<file path="config.mk">
export PLATFORM = sky130hd
export DESIGN_NAME = bounce_ctrl
export DESIGN_NICKNAME = d
export VERILOG_FILES = /design/src/rtl/bounce_ctrl.sv
export SDC_FILE = /design/constraint.sdc
export NUM_CORES = 1
export LEC_CHECK = 0
export ABC_AREA = 1
export CAP_MARGIN = 25
export CORE_MARGIN = 4
export CORE_UTILIZATION = 45
export DETAILED_ROUTE_END_ITERATION = 8
export GPL_TIMING_DRIVEN = 0
export MAX_ROUTING_LAYER = met4
export PLACE_DENSITY = 0.69
export SLEW_MARGIN = 10
export SYNTH_ARGS = -nofsm -noshare
export SYNTH_HDL_FRONTEND = slang
export SYNTH_SLANG_ARGS = --single-unit
</file>
<file path="constraint.sdc">
create_clock -name clk -period 2.78 [get_ports clk]
set_clock_uncertainty 0.2 [all_clocks]
set_input_delay 0.834 -clock clk [delete_from_list [all_inputs] [get_ports clk]]
set_output_delay 0.834 -clock clk [all_outputs]
set_load 0.02 [all_outputs]
</file>
<file path="src/rtl/bounce_ctrl.sv">
// ---------------------------------------------------------------------------
// bounce_ctrl
//
// Step sequencer for a position counter. In autonomous mode it walks the
// position right until the upper-bound flag is seen, dwells for a number of
// step ticks, walks left until the lower-bound flag, dwells, and so on. In
// manual mode the two level-sensitive buttons request single steps at the
// divider rate. Every step command is a registered one-cycle pulse.
//
// Ports
//   clk        in   system clock, all state changes on the rising edge
//   reset      in   asynchronous active-high reset
//   en         in   block enable; low returns to IDLE
//   auto_mode  in   1 = autonomous bounce, 0 = manual button drive
//   btn_l      in   manual step-left request
//   btn_r      in   manual step-right request
//   x_min      in   position at or below the lower bound
//   x_max      in   position at or above the upper bound
//   rate       in   step period minus one, in clk cycles
//   oper       out  2'b10 increment, 2'b01 decrement, 2'b00 hold
//   dir        out  current travel direction, 1 = right
//   bounce_cnt out  reversals since reset, saturating at 255
//   busy       out  high in any state other than IDLE
//
// States
//   IDLE   | disabled or waiting to (re)enter a mode; divider held at 0
//   MOVE_R | autonomous travel towards the upper bound
//   MOVE_L | autonomous travel towards the lower bound
//   PAUSE  | dwell at a bound before travelling the other way
//   MANUAL | steps driven by btn_l / btn_r
// ---------------------------------------------------------------------------
module bounce_ctrl #(
    parameter int TICK_W      = 16,
    parameter int PAUSE_TICKS = 4
) (
    input  logic              clk,
    input  logic              reset,
    input  logic              en,
    input  logic              auto_mode,
    input  logic              btn_l,
    input  logic              btn_r,
    input  logic              x_min,
    input  logic              x_max,
    input  logic [TICK_W-1:0] rate,
    output logic [1:0]        oper,
    output logic              dir,
    output logic [7:0]        bounce_cnt,
    output logic              busy
);

    typedef enum logic [2:0] {
        IDLE   = 3'd0,
        MOVE_R = 3'd1,
        MOVE_L = 3'd2,
        PAUSE  = 3'd3,
        MANUAL = 3'd4
    } state_t;

    localparam logic [1:0] OP_INC  = 2'b10;
    localparam logic [1:0] OP_DEC  = 2'b01;
    localparam logic [1:0] OP_HOLD = 2'b00;

    // A dwell of 0 or 1 ticks both leave on the first tick seen in PAUSE.
    localparam int PC_LAST = (PAUSE_TICKS > 0) ? PAUSE_TICKS - 1 : 0;
    localparam int PC_W    = (PC_LAST > 0) ? $clog2(PC_LAST + 1) : 1;

    state_t            state_q, state_d;
    logic [TICK_W-1:0] cnt_q, cnt_d;
    logic [PC_W-1:0]   pc_q, pc_d;
    logic [1:0]        oper_q, oper_d;
    logic              dir_q, dir_d;
    logic [7:0]        bcnt_q, bcnt_d;
    logic              busy_q, busy_d;

    logic              tick;
    logic              degenerate;
    logic              mode_bad;
    logic              pause_done;
    logic [7:0]        bcnt_inc;

    // >= rather than == so a rate lowered mid-count still ticks promptly
    // instead of running the divider all the way round.
    assign tick       = (state_q != IDLE) && (cnt_q >= rate);
    assign degenerate = x_min & x_max;
    assign mode_bad   = (state_q == MANUAL) ? auto_mode : ~auto_mode;
    assign pause_done = (pc_q == PC_W'(PC_LAST));
    assign bcnt_inc   = (bcnt_q == 8'hFF) ? bcnt_q : bcnt_q + 8'd1;

    always_comb begin
        state_d = state_q;
        cnt_d   = cnt_q;
        pc_d    = pc_q;
        oper_d  = OP_HOLD;
        dir_d   = dir_q;
        bcnt_d  = bcnt_q;

        if (!en) begin
            state_d = IDLE;
            cnt_d   = '0;
        end else if (state_q == IDLE) begin
            cnt_d = '0;
            if (auto_mode) begin
                // Start towards the lower bound only when unambiguously at the top.
                if (x_max && !x_min) begin
                    state_d = MOVE_L;
                    dir_d   = 1'b0;
                end else begin
                    state_d = MOVE_R;
                    dir_d   = 1'b1;
                end
            end else begin
                state_d = MANUAL;
            end
        end else if (mode_bad) begin
            state_d = IDLE;
            cnt_d   = '0;
        end else begin
            cnt_d = tick ? '0 : cnt_q + TICK_W'(1);
            if (tick) begin
                case (state_q)
                    MOVE_R: begin
                        if (degenerate) begin
                            oper_d = OP_HOLD;
                        end else if (x_max) begin
                            dir_d   = 1'b0;
                            bcnt_d  = bcnt_inc;
                            pc_d    = '0;
                            state_d = PAUSE;
                        end else begin
                            oper_d = OP_INC;
                        end
                    end
                    MOVE_L: begin
                        if (degenerate) begin
                            oper_d = OP_HOLD;
                        end else if (x_min) begin
                            dir_d   = 1'b1;
                            bcnt_d  = bcnt_inc;
                            pc_d    = '0;
                            state_d = PAUSE;
                        end else begin
                            oper_d = OP_DEC;
                        end
                    end
                    PAUSE: begin
                        if (pause_done) begin
                            state_d = dir_q ? MOVE_R : MOVE_L;
                        end else begin
                            pc_d = pc_q + PC_W'(1);
                        end
                    end
                    MANUAL: begin
                        if (btn_r && !btn_l && !x_max) begin
                            oper_d = OP_INC;
                            dir_d  = 1'b1;
                        end else if (btn_l && !btn_r && !x_min) begin
                            oper_d = OP_DEC;
                            dir_d  = 1'b0;
                        end
                    end
                    default: begin
                        state_d = IDLE;
                    end
                endcase
            end
        end

        busy_d = (state_d != IDLE);
    end

    always_ff @(posedge clk or posedge reset) begin
        if (reset) begin
            state_q <= IDLE;
            cnt_q   <= '0;
            pc_q    <= '0;
            oper_q  <= OP_HOLD;
            dir_q   <= 1'b1;
            bcnt_q  <= 8'd0;
            busy_q  <= 1'b0;
        end else begin
            state_q <= state_d;
            cnt_q   <= cnt_d;
            pc_q    <= pc_d;
            oper_q  <= oper_d;
            dir_q   <= dir_d;
            bcnt_q  <= bcnt_d;
            busy_q  <= busy_d;
        end
    end

    assign oper       = oper_q;
    assign dir        = dir_q;
    assign bounce_cnt = bcnt_q;
    assign busy       = busy_q;

endmodule

</file>
==> key figures <==
Run status
  – Status: finished clean

Critical path
  – R2r setup slk: 560 ps
  – WP buf/inv: 4
  – R2r endpoint: bounce_cnt[6]
  – Critical Path Start Type: primary input
  – CP peak stage delay: between 400 and 500 ps
  – Critical path class: in -> reg
  – Worst R2R Path Depth: 15
  – CP cell instances: clkdlybuf4s50_1 -> inv_1 -> ha_4 -> nand2_2 -> o21a_1 -> nand2_1 -> nand2_2 -> nand2_2 -> inv_2 -> nor2_4 -> nand3_4 -> buf_4 -> nand2_1 -> o21ai_2
  – Crit path max-delay cell type: clkdlybuf4s50_1
  – Critical path's top delay family: buffers and inverters
  – Most used cell, CP: nand2_2
  – CP required: 2760 ps
  – R2R Path Start: cnt_q[3]
  – Worst setup EP type: flop
  – Crit-path max FO: 7
  – Crit path DAT: between 2000 and 3000 ps

Clock network
  – CTS max path bufs: 2
  – Clk_lat worst skew: 290 ps
  – Clock tree from TritonCTS: built
  – Clock buffer count from CTS: 5
  – CTS H-tree depth: 2
  – Clk sinks: 33
  – Reg clk slew, reported paths: 70 ps
  – # hold bufs at CTS: 0
  – Root Driver: clkbuf_8

Placed design
  – Placement Cell Area: 0.00280 mm2
  – Worst slack, placed: -543 ps
  – Post-DP HPWL: 3600 um
  – Final GP Congestion: slightly above 0.8
  – Port bufs: 35

Global routing
  – Gr ovfl total: 0
  – Pin count of the biggest net entering global routing: 18
  – Global-route wire length before repair: 8070 um
  – Initial antenna violation count: 0
  – GRT Resource Usage Total: 0.164
  – Vias in the first global route: between 1,500 and 2,000

Route
  – Drt total wl: between 4000 and 5000 um
  – Via/cell ratio: 4.77
  – DR vias: 2,019
  – Detail Route Antenna Nets: 0
  – Wirelength per Cell: 11.0 um
  – Drt first pass iters: 4
  – DRC: 0
  – Initial DRC Count: 50

Floorplanning
  – Starting density of the core: 0.478
  – Core area: roughly 0.0049 mm2
  – Die Height: 80.0 um
  – Die ar.: 0.00640 mm2
  – Rows: 25
  – I/O pins: 36
  – Die W: around 80 um

Layout
  – Commonest non-fill, non-tap cell in the layout: nand2_1
  – Most frequent cells in the layout: nand2_1 (55), inv_1 (48), dfrtp_1 (32)
  – Post-layout instance area: 0.00313 mm2
  – Fraction of layout cells with a size suffix above 1: 0.211
  – ANT cells: 0
  – Synth-to-layout area growth: 33.9%
  – Nets@finish: 398

Pwr
  – Total Power: 1150 uW
  – Worst VDD drop: 0.273 mV
  – Static Leak: 0.00152 uW
  – Pwr dens: ~370 mW/mm2

Timing
  – Final worst setup slack: 91.9 ps
  – Fin. Hold Viols: 0
  – Maximum operating frequency: 372 MHz
  – Tightest Pin Transition: about 700 ps
  – Hold slack: approximately 260 ps
  – Final setup vio count: 0
  – Max_slew headroom: 0.531
  – Pins Over Slew Limit: 0
  – Fin crit period: 2690 ps
  – Final worst path period share: 0.967

Yosys
  – Syn Nets: between 300 and 400
  – Register area share after synthesis: 0.354
  – Synthesized area: 0.00233 mm2
  – Ys Warns: 0
  – Register bit total from synthesis: 33
  – Average cell area after synthesis: 7.63 um2
  – Post-synth cell types: 34
  – Post-Syn Instances: around 310

Worst hold path
  – Min-delay src: cnt_q[0]
  – WHS Path Cells: 1
  – Worst Hold End: cnt_q[0]
  – Hold Path Class: reg -> reg

Job
  – # Max-Cap Violations: 0
## worst register-to-register path: cells and delay by family (launching register included)
kind	cells	cell delay [ps]
adder cells (fa/ha/maj)	1	300
buffers and inverters	2	240
AO/OA/AOI/OAI	1	50
AND/OR/NAND/NOR	11	850
flip-flops	1	460
## flip-flops by register name, indices dropped and copies added, names as in the netlist
name	count
bounce_cnt	8
busy	1
cnt_q	16
dir	1
oper	2
pc_q	2
state_q	3
## routing by layer
layer	global-route usage	vias up	share of wire
met1	0.192	909	0.47
met4	0.0456	0	0.013
met3	0.0339	7	0.037
li1	-	1075	-
met5	-	-	0
met2	0.284	28	0.48
## layout make-up
class | count | area, um2
Fill cell | 437 | 1750
Tap cell | 67 | 83.8
Sequential cell | 33 | 827
Multi-Input combinational cell | 210 | 1410
Buffer | 2 | 22.5
Clock inverter | 2 | 10.0
Timing Repair Buffer | 42 | 468
Inverter | 61 | 229
Clock buffer | 6 | 72.6
## synthesized netlist by cell type (all sizes together)
| master | n | area (um2) |
|---|---|---|
| o22ai | 1 | 6.26 |
| nand3b | 1 | 7.51 |
| dfrtp | 32 | 801 |
| nor2 | 38 | 175 |
| xnor2 | 8 | 70.1 |
| nand3 | 23 | 138 |
| or2 | 2 | 12.5 |
| o21ai | 14 | 92.6 |
| inv | 61 | 229 |
| buf | 2 | 16.3 |
| nor4 | 2 | 12.5 |
| nand4 | 6 | 37.5 |
| a32oi | 2 | 17.5 |
| a21oi | 12 | 60.1 |
| ha | 19 | 238 |
| o21a | 1 | 7.51 |
| a31oi | 2 | 12.5 |
| nand2 | 65 | 267 |
| xor2 | 7 | 68.8 |
| dfstp | 1 | 26.3 |
| nor3 | 7 | 40.0 |
## kinds of logic after synthesis
kind of cell    count (synthesis)  synth area share
xor+xnor                       15            0.0595
fa+ha+maj                      19             0.102
compound gates                 32            0.0841
simple gates                  144             0.295
buf+inv                        63             0.105
flops                          33             0.354
## where the power goes
part | total, uW | internal, uW | switching [uW]
clock network | 351 | 173 | 177
logic | 273 | 114 | 159
registers | 522 | 503 | 19.1
total | 1150 | 790 | 356
## metrics by stage
| stage | instances | utilization | setup TNS, ps |
|---|---|---|---|
| finish | 423 | 0.641 | 0 |
| global route | 423 | 0.641 | -16.1 |
| CTS | 424 | 0.613 | 0 |
| detailed placement | 409 | 0.573 | -14060 |
| global placement | 408 | 0.567 | -12580 |
| floorplan | 306 | - | 0 |
## worst max path at each step
stage,startpoint,endpoint,slack (ps),cells after the start
after CTS,rate[1],bounce_cnt[3],3,18
after global placement,rate[15],cnt_q[14],-500,11
after global routing,rate[6],bounce_cnt[1],-7,14
after floorplan,rate[3],bounce_cnt[2],220,16
final,rate[7],bounce_cnt[6],90,14
after detailed placement,rate[15],cnt_q[12],-540,11
## what timing repair did
| item | 4_1_cts | 5_1_grt |
|---|---|---|
| setup endpoints to repair | 26 | 21 |
| setup buffers | 6 | 0 |
| endpoints found under the hold margin | 0 | 0 |
| pin swaps | 6 | 22 |
| cloned | 1 | 0 |
| resized for setup | 11 | 32 |
No activity file was read; power rests on OpenSTA's default activity.
